**src/rtl/jk_pkg.sv**
```systemverilog
// Shared JK flip-flop types, the excitation helper and parameter range checks for jk_mod_counter.
package jk_pkg;

   typedef enum logic [1:0] {
      JK_HOLD   = 2'b00,
      JK_RESET  = 2'b01,
      JK_SET    = 2'b10,
      JK_TOGGLE = 2'b11
   } jk_op_t;

   localparam int JK_MIN_WIDTH   = 1;
   localparam int JK_MAX_WIDTH   = 16;
   localparam int JK_MIN_MODULUS = 2;

   // Returns {J,K}; only hold, set or reset are ever produced, never toggle.
   function automatic logic [1:0] jk_excite(input logic cur, input logic nxt);
      return {nxt & ~cur, ~nxt & cur};
   endfunction

   function automatic bit jk_modulus_ok(input int width, input int modulus);
      return (width >= JK_MIN_WIDTH) && (width <= JK_MAX_WIDTH) &&
             (modulus >= JK_MIN_MODULUS) && (modulus <= (1 << width));
   endfunction

endpackage

```
**src/rtl/jk_cell.sv**
```systemverilog
// Single behavioural JK flip-flop with asynchronous active-high reset.
module jk_cell
   import jk_pkg::*;
(
   input  logic clk,
   input  logic rst,
   input  logic j,
   input  logic k,
   output logic q,
   output logic qbar
);

   logic q_reg;

   always_ff @(posedge clk or posedge rst) begin
      if (rst) begin
         q_reg <= 1'b0;
      end else begin
         case (jk_op_t'({j, k}))
            JK_HOLD:   q_reg <= q_reg;
            JK_RESET:  q_reg <= 1'b0;
            JK_SET:    q_reg <= 1'b1;
            JK_TOGGLE: q_reg <= ~q_reg;
            default:   q_reg <= q_reg;
         endcase
      end
   end

   assign q    = q_reg;
   assign qbar = ~q_reg;

endmodule

```
**src/rtl/jk_mod_counter.sv**
```systemverilog
// Modulo-N up/down counter built from per-bit JK cells with a registered terminal-count pulse.
// Define JK_COUNTER_SAT_EN for saturating mode instead of wrap-around.
module jk_mod_counter
   import jk_pkg::*;
#(
   parameter int WIDTH   = 4,
   parameter int MODULUS = 10
) (
   input  logic             clk,
   input  logic             rst,
   input  logic             en,
   input  logic             up,
   input  logic             load,
   input  logic [WIDTH-1:0] load_val,
   output logic [WIDTH-1:0] q,
   output logic [WIDTH-1:0] qbar,
   output logic             tc
);

   generate
      if (!jk_modulus_ok(WIDTH, MODULUS)) begin : g_bad_param
         $error("jk_mod_counter: WIDTH/MODULUS out of range");
      end
   endgenerate

   localparam logic [WIDTH-1:0] MAX_VAL = WIDTH'(MODULUS - 1);
   localparam logic [WIDTH:0]   MOD_EXT = (WIDTH + 1)'(MODULUS);
`ifdef JK_COUNTER_SAT_EN
   localparam logic [WIDTH-1:0] NEAR_TOP = WIDTH'(MODULUS - 2);
   localparam logic [WIDTH-1:0] ONE_VAL  = WIDTH'(1);
`endif

   logic [WIDTH-1:0] count_next;
   logic [WIDTH-1:0] j_vec;
   logic [WIDTH-1:0] k_vec;
   logic             tc_next;
   logic             tc_reg;

   always_comb begin
      count_next = q;
      tc_next    = 1'b0;
      if (load) begin
         count_next = ({1'b0, load_val} >= MOD_EXT) ? MAX_VAL : load_val;
      end else if (en) begin
         if (up) begin
            if (q == MAX_VAL) begin
`ifdef JK_COUNTER_SAT_EN
               count_next = MAX_VAL;
`else
               count_next = '0;
               tc_next    = 1'b1;
`endif
            end else begin
               count_next = q + 1'b1;
`ifdef JK_COUNTER_SAT_EN
               tc_next    = (q == NEAR_TOP);
`endif
            end
         end else begin
            if (q == '0) begin
`ifdef JK_COUNTER_SAT_EN
               count_next = '0;
`else
               count_next = MAX_VAL;
               tc_next    = 1'b1;
`endif
            end else begin
               count_next = q - 1'b1;
`ifdef JK_COUNTER_SAT_EN
               tc_next    = (q == ONE_VAL);
`endif
            end
         end
      end
   end

   // The count state lives only in the JK cells; this block just steers J/K.
   generate
      for (genvar gi = 0; gi < WIDTH; gi++) begin : g_bit
         assign {j_vec[gi], k_vec[gi]} = jk_excite(q[gi], count_next[gi]);

         jk_cell u_cell (
            .clk  (clk),
            .rst  (rst),
            .j    (j_vec[gi]),
            .k    (k_vec[gi]),
            .q    (q[gi]),
            .qbar (qbar[gi])
         );
      end
   endgenerate

   always_ff @(posedge clk or posedge rst) begin
      if (rst) begin
         tc_reg <= 1'b0;
      end else begin
         tc_reg <= tc_next;
      end
   end

   assign tc = tc_reg;

endmodule
```
**config.mk**
```make
export PLATFORM = sky130hd
export DESIGN_NAME = jk_mod_counter
export DESIGN_NICKNAME = d
export VERILOG_FILES = /design/src/rtl/jk_pkg.sv /design/src/rtl/jk_cell.sv /design/src/rtl/jk_mod_counter.sv
export SDC_FILE = /design/constraint.sdc
export NUM_CORES = 1
export LEC_CHECK = 0
export CORE_MARGIN = 10
export CORE_UTILIZATION = 42
export DETAILED_ROUTE_END_ITERATION = 10
export PLACE_DENSITY = 0.77
export SLEW_MARGIN = 20
export SYNTH_ARGS = -nofsm -noshare
export SYNTH_HDL_FRONTEND = slang
export SYNTH_SLANG_ARGS = --single-unit
```
**constraint.sdc**
```tcl
create_clock -name clk -period 2.8 [get_ports clk]
set_input_delay 0.56 -clock clk [delete_from_list [all_inputs] [get_ports clk]]
set_output_delay 0.56 -clock clk [all_outputs]
set_load 0.01 [all_outputs]
```
==> metrics.md <==
| Metric | Value |
|---|---|
| Post-CTS Resized | `0` |
| Largest net degree at the start of global routing | `10` |
| First-pass GRT wire length | `2300 um` |
| Clk_lat worst skew | `0.24 ns` |
| Post-Route Skew | `0.00188 ns` |
| Yosys cell types | `29` |
| Iter 0 DRT Violations | `12` |
| PnR Total Power | `0.664 mW` |
| Dominant cell type by area after synthesis | `dfrtp_1` |
| Post-synth top cells | `buf_4, ha_1, inv_1, dfrtp_1` |
| Reg2Reg Setup Slack | `0.53 ns` |
| Worst vdd ir | `0.000442 V` |
| Core box area | `1320 um^2` |
| Hold Buf Count CTS | `0` |
| Syn_nets | `81` |
| Vias in the first global route | `510` |
| DIE HEIGHT | `57.6 um` |
| Drt via density | `5.45` |
| R2R Path Start | `g_bit[1].u_cell.q` |
| Num CTS Buffers | `3` |
| Leak | `0.332 nW` |
| Routed Antenna Nets | `0` |
| Chip Width | `57.6 um` |
| Post-place setup slack | `0.178 ns` |
| Synth warn | `0` |
| Ranking of synthesized cells by area | `dfrtp_1, ha_1, buf_4` |
| Crit path max fanout | `7` |
| Initial antenna violation count | `0` |
| Final setup TNS | `0 ns` |
| Fraction of layout cells with a size suffix above 1 | `16.9%` |
| # port buffers | `17` |
| CTS tree | `yes` |
| Largest register FFs | `4` |
| Detailed Route WL | `1340 um` |
| Slew HR | `80.7%` |
| Half-perimeter wire length after placement | `1050 um` |
| Mapped Area | `594 um^2` |
| CTS H-Tree Depth | `1` |
| WL/cell | `14.5 um` |
| Synthesized flop and latch total | `5` |
| GP Congestion | `0.789` |
| Fin nets | `95` |
| Final hold viol count | `0` |
| Area grow syn2layout | `25.9%` |
| Routed vias | `501` |
| GRT Util Overall | `8.54%` |
| Final period util | `86.2%` |
| Cells after DPL | `88` |
| Reg2Reg Depth | `8` |
| Initial Utilization | `45.1%` |
| CP bufs+invs | `1` |
| Final min period | `2.41 ns` |
| Row cnt | `13` |
| Setup Crit Path Kind | `in -> reg` |
| Mean Syn Cell Area | `9.29 um^2` |
| Critical path launch point type | `input port` |
| Clock Tree Buf Depth | `2` |
| Hold_ws | `0.528 ns` |
| EDFF count, synth | `0` |
| Final core utilization | `56.8%` |
| Post-route cell area | `748 um^2` |
| PD cells | `887 nW/um^2` |
| Crit path DAT | `2.53 ns` |
| Die area | `3320 um^2` |
| Final setup fails | `0` |
| CP delay by family, top | `buffers and inverters` |
| Post-synth top area share | `21.1%` |
| RSZ-0062 raised after global routing | `false` |
| Total grt overflow | `0` |
| CP endpoint kind | `flip-flop` |
| Outcome | `finished, final reports clean` |
| Critical Path RT | `2.92 ns` |
| Setup Fix Bufs, Post-CTS | `0` |
| Worst-Margin Slew | `0.288 ns` |
| Fin. max-slew vios | `0` |
| Syn Inst Count | `64` |
| Max Freq | `414 MHz` |
| Max cap viols | `0` |
| Clock transition at path regs | `0.04 ns` |
| Final Non-Filler Cells | `92` |
| Hold crit path type | `in -> async` |
| Sequential share of the synthesized area | `21.1%` |
| IO Pins | `18` |
| DR pass1 iterations | `4` |
| Post-DP Area | `722 um^2` |
| Top_reg_cell synth | `dfrtp_1` |
| Critical Path Slowest Stage Cell | `clkdlybuf4s50_1` |
| Worst reg2reg path endpoint | `g_bit[0].u_cell.q` |
| Post-synth ARST share | `100%` |
| Final worst slack | `0.385 ns` |
| Worst path max stage delay | `0.62 ns` |
| Crit path depth | `7` |
| Root Buffer | `clkbuf_4` |
| Cell Chain, Critical Path | `clkdlybuf4s50_1 > and3b_2 > o21ai_0 > a311oi_1 > a31oi_1 > ha_1 > mux2_2` |
| Clk sinks | `5` |
| Antenna diodes | `0` |
| # fillers | `118` |
| # DRC | `0` |
placed cells by master (no fill, tap or decap), types with 2 or more instances in the layout:
cell	count
inv_1	6
a311oi_1	2
nand3b_1	2
dfrtp_1	5
a31oi_1	2
mux2_2	4
xnor2_1	3
ha_1	8
clkdlybuf4s50_1	17
clkbuf_4	3
nand3_1	2
o21ai_0	4
buf_4	2
how the worst max path moves through the flow:
stage                      startpoint           endpoint  slack, ns
finish                             up  g_bit[0].u_cell.q       0.39
global route                       up  g_bit[0].u_cell.q       0.30
CTS                                up  g_bit[0].u_cell.q       0.40
detailed placement                 up  g_bit[0].u_cell.q       0.18
global placement                   up  g_bit[0].u_cell.q       0.20
floorplan           g_bit[1].u_cell.q  g_bit[3].u_cell.q       0.81
power breakdown:
group	switching (mW)	total [mW]	internal, mW
registers	0.0451	0.146	0.101
clock network	0.0284	0.0822	0.0538
logic	0.193	0.436	0.242
cell type report:
cell class                      instances  area [um^2]  share of cell area (%)
Multi-Input combinational cell         43          370                    49.5
Sequential cell                         5          125                    16.7
Timing Repair Buffer                   19          185                    24.7
Tap cell                               15         18.8                    2.51
Inverter                                6         22.5                    3.01
Clock buffer                            4         26.3                    3.51
kinds of logic (layout without fill, tap and decap cells):
family / Yosys count / count (layout) / share of synthesized area [%]
XOR/XNOR: 3 / 3 / 4.42
AND/OR/NAND/NOR: 12 / 12 / 12.8
buffers and inverters: 16 / 29 / 16.6
AO/OA/AOI/OAI: 14 / 14 / 16.4
adder cells (fa/ha/maj): 8 / 8 / 16.8
flip-flops: 5 / 5 / 21.1
multiplexers: 6 / 6 / 11.8
layer usage:
metal / share of wire, % / global-route usage [%] / up-vias
met2: 52 / 15.0 / 14
li1: - / - / 247
met4: 0.52 / 4.03 / 0
met1: 40 / 8.52 / 238
met3: 7.5 / 3.49 / 2
met5: 0 / 0 / -
Power figures use the tool's default switching activity.
